**src/rtl/r_type_issue_pkg.sv**
```systemverilog
// Shared types and encoding helpers for the R-type issue path.
// Maps symbolic ALU ops onto RV64 R-type instruction fields.
package r_type_pkg;

    typedef enum logic [3:0] {
        OP_ADD  = 4'd0,
        OP_SUB  = 4'd1,
        OP_SLL  = 4'd2,
        OP_SLT  = 4'd3,
        OP_SLTU = 4'd4,
        OP_XOR  = 4'd5,
        OP_SRL  = 4'd6,
        OP_SRA  = 4'd7,
        OP_OR   = 4'd8,
        OP_AND  = 4'd9,
        OP_ADDW = 4'd10,
        OP_SUBW = 4'd11
    } op_e;

    localparam logic [3:0] OP_LAST_LEGAL = 4'd11;

    localparam logic [6:0] OPCODE_OP   = 7'b0110011;
    localparam logic [6:0] OPCODE_OP32 = 7'b0111011;
    localparam logic [6:0] FUNCT7_BASE = 7'b0000000;
    localparam logic [6:0] FUNCT7_ALT  = 7'b0100000;

    typedef struct packed {
        op_e        op;
        logic [4:0] rd;
        logic [4:0] rs1;
        logic [4:0] rs2;
    } req_t;

    // Returns {funct7, funct3, opcode} for a legal op.
    function automatic logic [16:0] op_fields(input op_e op);
        logic [6:0] funct7;
        logic [2:0] funct3;
        logic [6:0] opcode;
        funct7 = FUNCT7_BASE;
        funct3 = 3'b000;
        opcode = OPCODE_OP;
        case (op)
            OP_SUB:  funct7 = FUNCT7_ALT;
            OP_SLL:  funct3 = 3'b001;
            OP_SLT:  funct3 = 3'b010;
            OP_SLTU: funct3 = 3'b011;
            OP_XOR:  funct3 = 3'b100;
            OP_SRL:  funct3 = 3'b101;
            OP_SRA: begin
                funct7 = FUNCT7_ALT;
                funct3 = 3'b101;
            end
            OP_OR:   funct3 = 3'b110;
            OP_AND:  funct3 = 3'b111;
            OP_ADDW: opcode = OPCODE_OP32;
            OP_SUBW: begin
                funct7 = FUNCT7_ALT;
                opcode = OPCODE_OP32;
            end
            default: ;
        endcase
        return {funct7, funct3, opcode};
    endfunction

    function automatic logic [31:0] encode_instr(input req_t req);
        logic [16:0] fields;
        fields = op_fields(req.op);
        return {fields[16:10], req.rs2, req.rs1, fields[9:7], req.rd, fields[6:0]};
    endfunction

endpackage

```
**src/rtl/r_type_issue_if.sv**
```systemverilog
// Request and issue/write-back signal bundle between a requester and the issuer.
interface r_type_issue_if;

    logic        req_valid;
    logic        req_ready;
    logic [3:0]  req_op;
    logic [4:0]  req_rd;
    logic [4:0]  req_rs1;
    logic [4:0]  req_rs2;
    logic        hold;
    logic        issue_valid;
    logic [31:0] instruction;
    logic        reg_write;
    logic [4:0]  write_reg;
    logic        illegal_op;

    modport master (
        output req_valid, req_op, req_rd, req_rs1, req_rs2, hold,
        input  req_ready, issue_valid, instruction, reg_write, write_reg, illegal_op
    );

    modport slave (
        input  req_valid, req_op, req_rd, req_rs1, req_rs2, hold,
        output req_ready, issue_valid, instruction, reg_write, write_reg, illegal_op
    );

endinterface

```
**src/rtl/r_type_issue_instr_fifo.sv**
```systemverilog
// Synchronous FIFO with registered pointers and a 0..DEPTH occupancy count.
// The head entry is read combinationally from storage.
module instr_fifo #(
    parameter int WIDTH = 19,
    parameter int DEPTH = 4
) (
    input  logic                     clk,
    input  logic                     reset,
    input  logic                     push,
    input  logic                     pop,
    input  logic [WIDTH-1:0]         push_data,
    output logic [WIDTH-1:0]         head,
    output logic                     full,
    output logic                     empty,
    output logic [$clog2(DEPTH):0]   count
);

    localparam int AW = $clog2(DEPTH);

    logic [WIDTH-1:0] mem [DEPTH];
    logic [AW-1:0]    wr_ptr;
    logic [AW-1:0]    rd_ptr;
    logic             do_push;
    logic             do_pop;

    assign full    = (count == (AW + 1)'(DEPTH));
    assign empty   = (count == '0);
    assign do_push = push && !full;
    assign do_pop  = pop && !empty;
    assign head    = mem[rd_ptr];

    always_ff @(posedge clk) begin
        if (do_push) begin
            mem[wr_ptr] <= push_data;
        end
    end

    // Pointers wrap naturally because DEPTH is a power of two.
    always_ff @(posedge clk) begin
        if (reset) begin
            wr_ptr <= '0;
            rd_ptr <= '0;
            count  <= '0;
        end else begin
            if (do_push) begin
                wr_ptr <= wr_ptr + 1'b1;
            end
            if (do_pop) begin
                rd_ptr <= rd_ptr + 1'b1;
            end
            case ({do_push, do_pop})
                2'b10:   count <= count + 1'b1;
                2'b01:   count <= count - 1'b1;
                default: count <= count;
            endcase
        end
    end

endmodule

```
**src/rtl/r_type_issue.sv**
```systemverilog
// Buffers symbolic ALU requests, encodes them as RV64 R-type words and issues
// one per cycle, stalling on RAW hazards and strobing write-back LAT cycles later.
module r_type_issue
    import r_type_pkg::*;
#(
    parameter int DEPTH = 4,
    parameter int LAT   = 2
) (
    input logic          clk,
    input logic          reset,
    r_type_issue_if.slave bus
);

    localparam int CW = $clog2(DEPTH) + 1;

    req_t          in_req;
    req_t          head_req;
    logic          fifo_full;
    logic          fifo_empty;
    logic [CW-1:0] fifo_count;
    logic          accept;
    logic          legal;
    logic          push;
    logic          pop;
    logic          hazard;

    logic          sb_valid [LAT];
    logic [4:0]    sb_rd    [LAT];

    assign bus.req_ready = (fifo_count != CW'(DEPTH));
    assign accept        = bus.req_valid && bus.req_ready;
    assign legal         = (bus.req_op <= OP_LAST_LEGAL);
    assign push          = accept && legal && !fifo_full;

    assign in_req.op  = op_e'(bus.req_op);
    assign in_req.rd  = bus.req_rd;
    assign in_req.rs1 = bus.req_rs1;
    assign in_req.rs2 = bus.req_rs2;

    instr_fifo #(
        .WIDTH($bits(req_t)),
        .DEPTH(DEPTH)
    ) u_fifo (
        .clk      (clk),
        .reset    (reset),
        .push     (push),
        .pop      (pop),
        .push_data(in_req),
        .head     (head_req),
        .full     (fifo_full),
        .empty    (fifo_empty),
        .count    (fifo_count)
    );

    // The exiting write-back register is deliberately excluded: the register
    // file writes on the same edge the issued instruction reads its sources.
    always_comb begin
        hazard = 1'b0;
        for (int i = 0; i < LAT; i++) begin
            if (sb_valid[i] && (sb_rd[i] != 5'd0) &&
                ((sb_rd[i] == head_req.rs1) || (sb_rd[i] == head_req.rs2))) begin
                hazard = 1'b1;
            end
        end
    end

    assign pop = !fifo_empty && !bus.hold && !hazard;

    always_ff @(posedge clk) begin
        if (reset) begin
            for (int i = 0; i < LAT; i++) begin
                sb_valid[i] <= 1'b0;
                sb_rd[i]    <= 5'd0;
            end
            bus.issue_valid <= 1'b0;
            bus.instruction <= 32'd0;
            bus.reg_write   <= 1'b0;
            bus.write_reg   <= 5'd0;
            bus.illegal_op  <= 1'b0;
        end else begin
            bus.issue_valid <= pop;
            bus.instruction <= pop ? encode_instr(head_req) : 32'd0;
            bus.illegal_op  <= accept && !legal;
            sb_valid[0]     <= pop;
            sb_rd[0]        <= pop ? head_req.rd : 5'd0;
            for (int i = 1; i < LAT; i++) begin
                sb_valid[i] <= sb_valid[i-1];
                sb_rd[i]    <= sb_rd[i-1];
            end
            bus.reg_write <= sb_valid[LAT-1] && (sb_rd[LAT-1] != 5'd0);
            bus.write_reg <= sb_valid[LAT-1] ? sb_rd[LAT-1] : 5'd0;
        end
    end

endmodule
```
**src/flat_wrapper.sv**
```systemverilog
// flat-port wrapper written by rule: the top's interface ports become plain ports
module r_type_issue_flat import r_type_pkg::*;
#(
    parameter int DEPTH = 4,
    parameter int LAT   = 2
)
  (clk, reset, bus_req_valid, bus_req_op, bus_req_rd, bus_req_rs1, bus_req_rs2, bus_hold, bus_req_ready, bus_issue_valid, bus_instruction, bus_reg_write, bus_write_reg, bus_illegal_op);
  r_type_issue_if bus_i ();
  input logic clk;
  input logic reset;
  input wire logic [$bits(bus_i.req_valid)-1:0] bus_req_valid;
  input wire logic [$bits(bus_i.req_op)-1:0] bus_req_op;
  input wire logic [$bits(bus_i.req_rd)-1:0] bus_req_rd;
  input wire logic [$bits(bus_i.req_rs1)-1:0] bus_req_rs1;
  input wire logic [$bits(bus_i.req_rs2)-1:0] bus_req_rs2;
  input wire logic [$bits(bus_i.hold)-1:0] bus_hold;
  output wire logic [$bits(bus_i.req_ready)-1:0] bus_req_ready;
  output wire logic [$bits(bus_i.issue_valid)-1:0] bus_issue_valid;
  output wire logic [$bits(bus_i.instruction)-1:0] bus_instruction;
  output wire logic [$bits(bus_i.reg_write)-1:0] bus_reg_write;
  output wire logic [$bits(bus_i.write_reg)-1:0] bus_write_reg;
  output wire logic [$bits(bus_i.illegal_op)-1:0] bus_illegal_op;
  assign bus_i.req_valid = bus_req_valid;
  assign bus_i.req_op = bus_req_op;
  assign bus_i.req_rd = bus_req_rd;
  assign bus_i.req_rs1 = bus_req_rs1;
  assign bus_i.req_rs2 = bus_req_rs2;
  assign bus_i.hold = bus_hold;
  assign bus_req_ready = bus_i.req_ready;
  assign bus_issue_valid = bus_i.issue_valid;
  assign bus_instruction = bus_i.instruction;
  assign bus_reg_write = bus_i.reg_write;
  assign bus_write_reg = bus_i.write_reg;
  assign bus_illegal_op = bus_i.illegal_op;
  r_type_issue #(.DEPTH(DEPTH), .LAT(LAT)) u_core (.clk(clk), .reset(reset), .bus(bus_i));
endmodule
```
**config.mk**
```make
export PLATFORM = sky130hd
export DESIGN_NAME = r_type_issue_flat
export DESIGN_NICKNAME = d
export VERILOG_FILES = /design/src/rtl/r_type_issue_pkg.sv /design/src/rtl/r_type_issue_if.sv /design/src/rtl/r_type_issue_instr_fifo.sv /design/src/rtl/r_type_issue.sv /design/src/flat_wrapper.sv
export SDC_FILE = /design/constraint.sdc
export NUM_CORES = 1
export LEC_CHECK = 0
export ABC_AREA = 1
export BUFFER_PORTS_ARGS = -buffer_cell sky130_fd_sc_hd__buf_2
export CORE_MARGIN = 5
export CORE_UTILIZATION = 52
export CTS_CLUSTER_DIAMETER = 200
export DETAILED_ROUTE_END_ITERATION = 8
export PLACE_DENSITY = 0.76
export SETUP_SLACK_MARGIN = 0.02
export SLEW_MARGIN = 20
export SYNTH_ARGS = -nofsm -noshare
export SYNTH_HDL_FRONTEND = slang
export SYNTH_SLANG_ARGS = --single-unit
export TNS_END_PERCENT = 20
```
**constraint.sdc**
```tcl
create_clock -name clk -period 2.55 [get_ports clk]
set_clock_uncertainty 0.05 [all_clocks]
set_input_delay 0.51 -clock clk [delete_from_list [all_inputs] [get_ports clk]]
set_output_delay 0.51 -clock clk [all_outputs]
set_load 0.03 [all_outputs]
```
==> metrics.yaml, run 1 <==
outcome: "finished with violations"
violations: "setup timing"
area_delta_synth_final_pct: 28.6
die_x_um: 107
grt_max_degree: 23
diodes: 0
fin_crit_ns: 2.64
port_buffers: 55
async_flop_share_pct: 0
worstPathArrival_ns: 3.01
die_area_um2: 11500
die_height_um: 107
synth_edf_count: 76
ys_types: 27
core-area_um2: 9240
leakage_nw: 2.71
p_per_area_nw_per_um2: 1100
start_kind: "register"
critPathKind: "register to register"
instances_no_fill: 712
finalCritPeriodShare_pct: 104
min_path_type: "input pin to register"
pin_count: 64
vias: 3660
peakVddDrop_uv: 749
start_util_pct: 53.3
crit_fanout: 8
end_kind: "register"
max_freq_ghz: 0.378
gp_congestion: 0.896
htree_num_levels: 4
power_mw: 6.98
dp_cells: 660
cts_made_buffers: 17
maxCapViolations: 0
hold_viol_final: 0
drt_iter0_drc: 290
wl_per_cell_um: 16.3
seq_area_frac_synth_pct: 64.2
grt_pass1_wl_um: 17400
syn-instance-count: 468
cts_max_path_buffers: 2
syn-mean-instance-area_um2: 10.5
antenna_found_initial: 0
dr.pass1.iters: 4
nets: 599
yosysTopAreaCell: "edfxtp_1"
synth.top_cell.area_share_pct: 46.3
cts_root_buffer: "clkbuf_8"
clk_latency_ns: 0.52
track_usage_pct: 20.1
drt-total-wl_um: 11600
clock_sinks: 120
drc: 0
fp-row-count: 35
final_max_slew_viol_count: 0
postCtsHoldBufs: 0
globalRoute.totalOverflow: 0
netlist_area_um2: 4920
synth.area.top_cells: "edfxtp_1, dfxtp_1, nand2_1, nand3_1, nor2_1"
cts_tree: "done"
synth-seq-cells: 120
slew_headroom_pct: 64.7
top_regs: "u_core.u_fifo.mem x76, u_core.bus.instruction x21"
max_flop_register: "u_core.u_fifo.mem"
synth.most_common_cell: "nand2_1"
drive_gt1_share_pct: 34.1
rsz0062_at_grt: "true"
yosys_warnings: 0
largest_reg_flops: 76
dp_hpwl_um: 6730
synthTopCellsByCount: "nand2_1, edfxtp_1, nor2_1, dfxtp_1, nand3_1"
cts.clk_slew.worst_paths_ns: 0.06
fin_ws_ns: -0.0945
critical_path_required_ns: 2.91
synth_ff_type: "edfxtp_1"
setup_viol: 2
tightest_slew_ns: 0.527
via_per_inst: 5.14
first_global_vias: 3620
ant_nets: 0
worst max-delay path: stages (launching register included):
cell	delay, ns
dfxtp_4	0.40
inv_6	0.06
buf_12	0.13
nand2_1	0.06
nand3_2	0.12
nand2_2	0.13
nand2_1	0.07
nand2_1	0.07
nor2_1	0.06
nand3_1	0.08
nand2_1	0.06
nand2_2	0.07
nand3_2	0.09
inv_2	0.10
ha_4	0.13
inv_4	0.04
fa_2	0.38
a21oi_2	0.17
o21ai_2	0.08
o21ai_1	0.15
a21oi_1	0.05
cells by family (layout without fill, tap and decap cells):
family	Yosys count	in the layout	share of synthesized area, %
and+or+nand+nor	228	228	20.5
DFF	120	120	64.2
buffers and inverters	69	177	8.08
AOI/OAI and AO/OA	38	38	4.42
adders and majority gates	6	6	1.68
xor gates and xnor gates	6	6	1.07
other	1	8	0.0761
power breakdown:
part | leakage [nW] | total, mW | internal, mW | switching, mW
clock | 0.279 | 2.36 | 1.51 | 0.843
combinational | 1.38 | 2.25 | 0.904 | 1.35
sequential | 1.05 | 2.37 | 2.27 | 0.106
metrics by stage:
| stage | setup WS [ns] | hold slack, ns | setup TNS (ns) | area (µm²) | util (%) |
|---|---|---|---|---|---|
| after floorplan | 0.0647 | 0.403 | 0 | 4950 | - |
| after global placement | -0.0387 | 0.391 | -0.0387 | 5400 | 58.4 |
| after detailed placement | -0.119 | 0.395 | -0.119 | 5400 | 58.4 |
| after CTS | 0.0212 | 0.126 | 0 | 6110 | 66.2 |
| after global routing | -0.185 | 0.133 | -0.405 | 6330 | 68.5 |
| final | -0.0945 | 0.146 | -0.122 | 6330 | 68.5 |
layer usage:
metal | wire length, µm | track usage [%] | share of wire, % | up-vias
met5 | 0 | 0 | 0 | -
met4 | 258 | 8.04 | 2.2 | 0
met3 | 828 | 6.36 | 7.1 | 22
met2 | 5960 | 35.1 | 51 | 150
met1 | 4560 | 22.8 | 39 | 1747
li1 | - | - | - | 1741
cells in the final DEF (no fill, tap or decap), types with 5 or more instances in the layout:
cell type	Yosys	layout
nand3_1	39	29
xor2_1	6	6
o21ai_0	7	5
nand2_1	120	101
nor2_1	45	41
buf_4	18	45
buf_2	0	55
dfxtp_1	44	42
clkbuf_16	0	17
a21oi_2	3	5
conb_1	1	8
a21oi_1	22	20
nand3_2	5	14
edfxtp_1	76	76
nor3_1	5	5
inv_1	36	34
nand2_2	6	25
worst paths after layout:
check	cells after the start	to	slack, ns	startpoint
setup / recovery	20	u_core.u_fifo.count[2]	-0.09	register
hold / removal	1	u_core.u_fifo.mem[0][14]	0.15	bus_req_rd[4]
setup reg to reg	20	u_core.u_fifo.count[2]	-0.09	register
hold reg to reg	2	u_core.sb_valid[0][1]	0.44	u_core.sb_valid[0][0]
timing repair:
action / CTS / global route
gates cloned: 0 / 1
endpoints found under the setup margin: 2 / 3
pin swaps: 4 / 22
gates resized for setup: 15 / 41
setup buffers: 12 / 7
cell type report:
| cell class | count | area [µm²] |
|---|---|---|
| flip-flops and latches | 120 | 3170 |
| repair buffers | 107 | 732 |
| clock inverters | 11 | 149 |
| multi-input cells | 286 | 1530 |
| well taps | 129 | 161 |
| clock buffers | 21 | 439 |
| fillers | 646 | 2910 |
| inverters | 38 | 150 |
(Power assumes the default switching activity.)
==> inputs of run 2 (changes only) <==
--- a/config.mk
+++ b/config.mk
@@ -8,10 +8,11 @@
 export ABC_AREA = 1
 export BUFFER_PORTS_ARGS = -buffer_cell sky130_fd_sc_hd__buf_2
 export CORE_MARGIN = 5
-export CORE_UTILIZATION = 52
-export CTS_CLUSTER_DIAMETER = 200
+export CORE_UTILIZATION = 54
+export CTS_BUF_LIST = sky130_fd_sc_hd__clkbuf_4 sky130_fd_sc_hd__clkbuf_8
+export CTS_CLUSTER_DIAMETER = 80
 export DETAILED_ROUTE_END_ITERATION = 8
-export PLACE_DENSITY = 0.76
+export PLACE_DENSITY = 0.89
 export SETUP_SLACK_MARGIN = 0.02
 export SLEW_MARGIN = 20
 export SYNTH_ARGS = -nofsm -noshare
==> run 2 against run 1 <==
Against the previous run:
- the run still ends with setup timing left
- wire length up 4.3%
- total power down 13%
- largest power group unchanged
- utilization about the same
- critical path depth unchanged
- combinational power down 3%
- maximum frequency down 0.92%
- global-route usage up 1.1 points
- critical path type unchanged
- cell count down 4.4%
- clock-buffer cell count down 1
==> metrics.yaml, run 2 (synthesis results as in run 1) <==
tns_ns: -0.141  # -0.0184 ns
drt_iter0_drc: 422  # +46%
min_path_type: "input pin to register"
die_x_um: 105  # -1.7%
mostFrequentLayoutCells: "nand2_1, edfxtp_1, buf_2, nor2_1, dfxtp_1"
fin_crit_ns: 2.67  # +0.0245 ns
critPathKind: "register to register"
grt_pass1_wl_um: 18300  # +5.1%
peakVddDrop_uv: 543  # -27%
die_height_um: 105  # -1.7%
fin_ws_ns: -0.119  # -0.0245 ns
final_max_slew_viol_count: 0  # unchanged
critPathSlowestCell: "dfxtp_4"
globalRoute.totalOverflow: 0  # unchanged
critical_path_required_ns: 2.81  # -0.10 ns
cts.clk_slew.worst_paths_ns: 0.07  # about the same
finalCritPeriodShare_pct: 105  # +0.96 points
first_global_vias: 3792  # +4.8%
drive_gt1_share_pct: 34.9  # +0.77 points
violations: "setup timing"
clk_latency_ns: 0.43  # -0.09 ns
diodes: 0  # unchanged
cts_tree: "done"
antenna_found_initial: 0  # unchanged
nets: 589  # -1.7%
path_cells: "inv_4 -> buf_12 -> nand2_1 -> nand3_2 -> nand2_2 -> nand2_1 -> nand2_1 -> nor2_1 -> nand3_1 -> nand2_1 -> nand2_2 -> nand3_2 -> inv_2 -> ha_4 -> inv_2 -> fa_2 -> a21oi_2 -> o21ai_1 -> o21ai_1 -> a21oi_1"
pin_count: 64  # unchanged
final_common_cell: "nand2_1"
dr.pass1.iters: 5  # +1
top_regs: "u_core.u_fifo.mem x76, u_core.bus.instruction x21"
placed_area_um2: 5320  # -1.4%
grt_max_degree: 23  # unchanged
start_util_pct: 55.9  # +2.6 points
rsz0062_at_grt: "true"
maxCapViolations: 0  # unchanged
fin_area_um2: 6030  # -4.8%
track_usage_pct: 21.2  # +1.1 points
htree_num_levels: 4  # unchanged
worstPathArrival_ns: 2.93  # -0.08 ns
outcome: "finished with violations"
largest_reg_flops: 76  # unchanged
fp-row-count: 34  # -2.9%
p_per_area_nw_per_um2: 1010  # -8.1%
cts_root_buffer: "clkbuf_8"
place_ws_ns: -0.169  # -0.0503 ns
path_common_cell: "nand2_1"
cts_max_path_buffers: 2  # unchanged
port_buffers: 55  # unchanged
r2r_slack_ns: -0.12  # -0.02 ns
vias: 3764  # +2.8%
cts_made_buffers: 17  # unchanged
crit_fanout: 14  # +6
area_delta_synth_final_pct: 22.4
hold_viol_final: 0  # unchanged
ant_nets: 0  # unchanged
postCtsHoldBufs: 0  # unchanged
clock_sinks: 120  # unchanged
die_area_um2: 11100  # -3.4%
end_kind: "register"
drt-total-wl_um: 12100  # +4.3%
gp_congestion: 0.912  # +1.8%
dp_hpwl_um: 6990  # +3.9%
wl_per_cell_um: 17.8  # +9.0%
start_kind: "register"
max_flop_register: "u_core.u_fifo.mem"
via_per_inst: 5.53  # +7.5%
leakage_nw: 2.56  # -5.5%
max_freq_ghz: 0.375  # -0.92%
core-area_um2: 8810  # -4.7%
setup_viol: 2  # unchanged
drc: 0  # unchanged
post-route-util_pct: 68.5  # about the same
max_stage_delay_ns: 0.39  # about the same
run 2: cell types whose count changed in the layout (fill, tap and decap cells not counted), moves of 5 or more:
cell	before	now
nand3_2	14	20
buf_4	45	36
nand2_1	101	96
clkbuf_16	17	0
nand3_1	29	23
clkbuf_8	2	17
run 2: layer usage:
layer / wire [µm] / part of all wire [%] / track usage (%) / vias to the layer above
met4: 376 / 3.1 / 10.9 / 0
li1: - / - / - / 1721
met3: 1050 / 8.7 / 6.54 / 41
met5: 0 / 0 / 0 / -
met2: 6170 / 51 / 36.4 / 214
met1: 4510 / 37 / 23.9 / 1788
run 2: path summary, 6_finish.rpt:
check / to / from / cells past startpoint
setup / recovery: u_core.u_fifo.count[2] / register / 20
hold / removal: u_core.u_fifo.mem[2][7] / bus_req_rs1[2] / 1
setup reg to reg: u_core.u_fifo.count[2] / register / 20
hold reg to reg: u_core.sb_valid[0][1] / u_core.sb_valid[0][0] / 2
run 2: what timing repair did:
action | in CTS | in global routing
pin swaps | 15 | 20
buffers inserted | 8 | 10
endpoints found under the setup margin | 2 | 2
gates resized for setup | 35 | 29
cloned | 1 | 0
run 2: critical path: cells and delay by family, from the launching register on:
kind | cells | cell delay, ns
buf+inv | 4 | 0.32
simple gates | 10 | 0.84
flops | 1 | 0.39
fa+ha+maj | 2 | 0.49
compound gates | 4 | 0.44
run 2: area by class of cell:
cell class / count / area [µm²]
well taps: 108 / 135
clock inverters: 12 / 104
inverters: 38 / 148
fillers: 574 / 2780
clock buffers: 20 / 256
flip-flops and latches: 120 / 3170
repair buffers: 97 / 639
multi-input cells: 286 / 1580
run 2: stage by stage:
stage	cells	total power [mW]	hold slack, ns
3_5_place_dp	631	4.11	0.396
3_3_place_gp	631	4.02	0.398
5_1_grt	681	6.42	0.218
4_1_cts	672	5.83	0.233
2_1_floorplan	475	3.66	0.403
6_report	681	6.11	0.232
run 2: power by group:
part / switching [mW] / total [mW] / internal (mW) / leakage, nW
clock network: 0.750 / 1.54 / 0.794 / 0.173
registers: 0.106 / 2.37 / 2.27 / 1.05
logic: 1.38 / 2.19 / 0.818 / 1.34
total: 2.23 / 6.11 / 3.88 / 2.56
==> inputs of run 3 (changes only) <==
--- a/config.mk
+++ b/config.mk
@@ -9,11 +9,10 @@
 export BUFFER_PORTS_ARGS = -buffer_cell sky130_fd_sc_hd__buf_2
 export CORE_MARGIN = 5
 export CORE_UTILIZATION = 54
-export CTS_BUF_LIST = sky130_fd_sc_hd__clkbuf_4 sky130_fd_sc_hd__clkbuf_8
+export CTS_BUF_LIST = sky130_fd_sc_hd__clkbuf_2
 export CTS_CLUSTER_DIAMETER = 80
 export DETAILED_ROUTE_END_ITERATION = 8
 export PLACE_DENSITY = 0.89
-export SETUP_SLACK_MARGIN = 0.02
 export SLEW_MARGIN = 20
 export SYNTH_ARGS = -nofsm -noshare
 export SYNTH_HDL_FRONTEND = slang
==> run 3 against run 2 <==
Against the previous run:
- the run still ends with setup timing left
- register-to-register slack lost 0.11 ns
- highest routed layer unchanged
- wire length grew 3.3%
- hold slack lost 0.18 ns
- die area is the same
- utilization grew 0.87 points
- global-route usage shrank 1.9 points
- clock power shrank 31%
==> metrics.yaml, run 3 (synthesis results as in run 1) <==
max_flop_register: "u_core.u_fifo.mem"
end_kind: "register"
fp-row-count: 34  # unchanged
cts_made_buffers: 17  # unchanged
mostFrequentLayoutCells: "nand2_1, edfxtp_1, buf_2, nor2_1, dfxtp_1"
start_kind: "register"
critPathSlowestCell: "dfxtp_4"
cp.depth: 19  # -5.0%
peakVddDrop_uv: 461  # -15%
port_buffers: 55  # unchanged
path_cells: "buf_12 -> nand2_1 -> nand3_4 -> nand2_4 -> nand2_1 -> nand2_1 -> nor2_1 -> nand3_1 -> nand2_1 -> nand2_2 -> nand3_2 -> inv_2 -> ha_4 -> inv_2 -> fa_2 -> a21oi_2 -> o21ai_1 -> o21ai_1 -> a21oi_1"
hold_viol_final: 0  # unchanged
largest_reg_flops: 76  # unchanged
cts.clk_slew.worst_paths_ns: 0.17  # +0.10 ns
post-route-util_pct: 69.3  # +0.87 points
critical_path_required_ns: 3.04  # +0.23 ns
nets: 601  # +2.0%
die_area_um2: 11100  # unchanged
critPathTopFamily: "simple AND/OR/NAND/NOR gates"
place_ws_ns: -0.169  # unchanged
fin_crit_ns: 2.78  # +0.111 ns
gp_congestion: 0.912  # unchanged
first_global_vias: 3655  # -3.6%
maxCapViolations: 0  # unchanged
rsz0062_at_grt: "true"
max_stage_delay_ns: 0.42  # +0.03 ns
fin_ws_ns: -0.230  # -0.111 ns
cts_max_path_buffers: 2  # unchanged
antenna_found_initial: 0  # unchanged
setup_viol: 2  # unchanged
max_freq_ghz: 0.360  # -4.0%
drt_iter0_drc: 418  # -0.95%
wl_per_cell_um: 18.0  # +1.4%
reg2regPathDepth: 19  # -5.0%
globalRoute.totalOverflow: 0  # unchanged
leakage_nw: 2.58  # +0.50%
vias: 3899  # +3.6%
finalCritPeriodShare_pct: 109  # +4.3 points
track_usage_pct: 19.4  # -1.9 points
violations: "setup timing"
p_per_area_nw_per_um2: 933  # -7.9%
grt_max_degree: 26  # +13%
dr.pass1.iters: 6  # +1
critPathKind: "register to register"
start_util_pct: 55.9  # unchanged
power_mw: 5.70  # -6.8%
drive_gt1_share_pct: 31.8  # -3.1 points
grt_pass1_wl_um: 16900  # -7.5%
worstPathArrival_ns: 3.27  # +0.34 ns
die_height_um: 105  # unchanged
outcome: "finished with violations"
clk_latency_ns: 0.66  # +0.23 ns
top_regs: "u_core.u_fifo.mem x76, u_core.bus.instruction x21"
dp_hpwl_um: 6990  # unchanged
ant_nets: 0  # unchanged
die_x_um: 105  # unchanged
crit_fanout: 13  # -1
via_per_inst: 5.62  # +1.6%
final_max_slew_viol_count: 0  # unchanged
drt-total-wl_um: 12500  # +3.3%
htree_num_levels: 4  # unchanged
path_common_cell: "nand2_1"
worstHoldPathCells: 3  # +2
min_path_type: "input pin to register"
num-fill-cells: 581  # +1.2%
area_delta_synth_final_pct: 24.0
drc: 0  # unchanged
cts_root_buffer: "clkbuf_2"
clock_sinks: 120  # unchanged
cts_tree: "done"
pin_count: 64  # unchanged
core-area_um2: 8810  # unchanged
crit_buf_inv: 3  # -1
final_common_cell: "nand2_1"
## run 3: cell types whose count changed in the layout (fill, tap and decap cells not counted), moves of 7 or more
cell	delta
nand2_4	+7
dlygate4sd3_1	+17
clkbuf_2	+20
nand3_4	+8
nand3_2	-11
nand2_2	-11
clkbuf_8	-17
## run 3: power breakdown
group          switching (mW)  leakage, nW  internal (mW)
logic                    1.41         1.40          0.848
registers               0.113         1.05           2.26
clock network           0.703        0.120          0.356
total                    2.23         2.58           3.47
## run 3: tightest hold or removal path: cells and delay by family
family,cells,cell delay (ns)
simple gates,2,0.10
buf+inv,1,0.10
## run 3: final cells by class
type	instances	area, µm²	area share, %
flip-flops and latches	120	3170	51.9
multi-input cells	286	1640	26.9
repair buffers	109	803	13.2
inverters	38	150	2.46
well taps	108	135	2.21
clock inverters	12	104	1.70
clock buffers	20	100	1.64
diodes	1	2.50	0.0410
## run 3: worst paths after layout
path	from	endpoint	slack [ns]
setup / recovery	register	u_core.u_fifo.count[2]	-0.23
hold / removal	bus_req_valid	u_core.bus.illegal_op	0.05
setup reg to reg	register	u_core.u_fifo.count[2]	-0.23
hold reg to reg	u_core.sb_valid[0][0]	u_core.sb_valid[0][1]	0.44
## run 3: through the flow
| stage | instance area, µm² | instances | hold slack [ns] | setup TNS [ns] |
|---|---|---|---|---|
| floorplan | 4950 | 475 | 0.403 | 0 |
| global placement | 5320 | 631 | 0.398 | -0.0318 |
| detailed placement | 5320 | 631 | 0.396 | -0.201 |
| CTS | 5730 | 679 | 0.00378 | 0 |
| global route | 6100 | 693 | 0.00540 | -0.585 |
| finish | 6110 | 694 | 0.0526 | -0.426 |
## run 3: repair_timing
| item | CTS | global route |
|---|---|---|
| gates cloned | 0 | 2 |
| hold endpoints to repair | 34 | 13 |
| pin swaps | 5 | 20 |
| hold buffers | 13 | 4 |
| setup buffers | 3 | 8 |
| setup endpoints to repair | 2 | 2 |
| resized for setup | 18 | 51 |
## run 3: metal layers
metal / global-route usage (%) / share of wire (%) / wire (µm)
met5: 0 / 0 / 0
met4: 8.60 / 4.5 / 561
met3: 5.62 / 8.0 / 1000
met2: 33.0 / 50 / 6240
met1: 22.8 / 38 / 4700
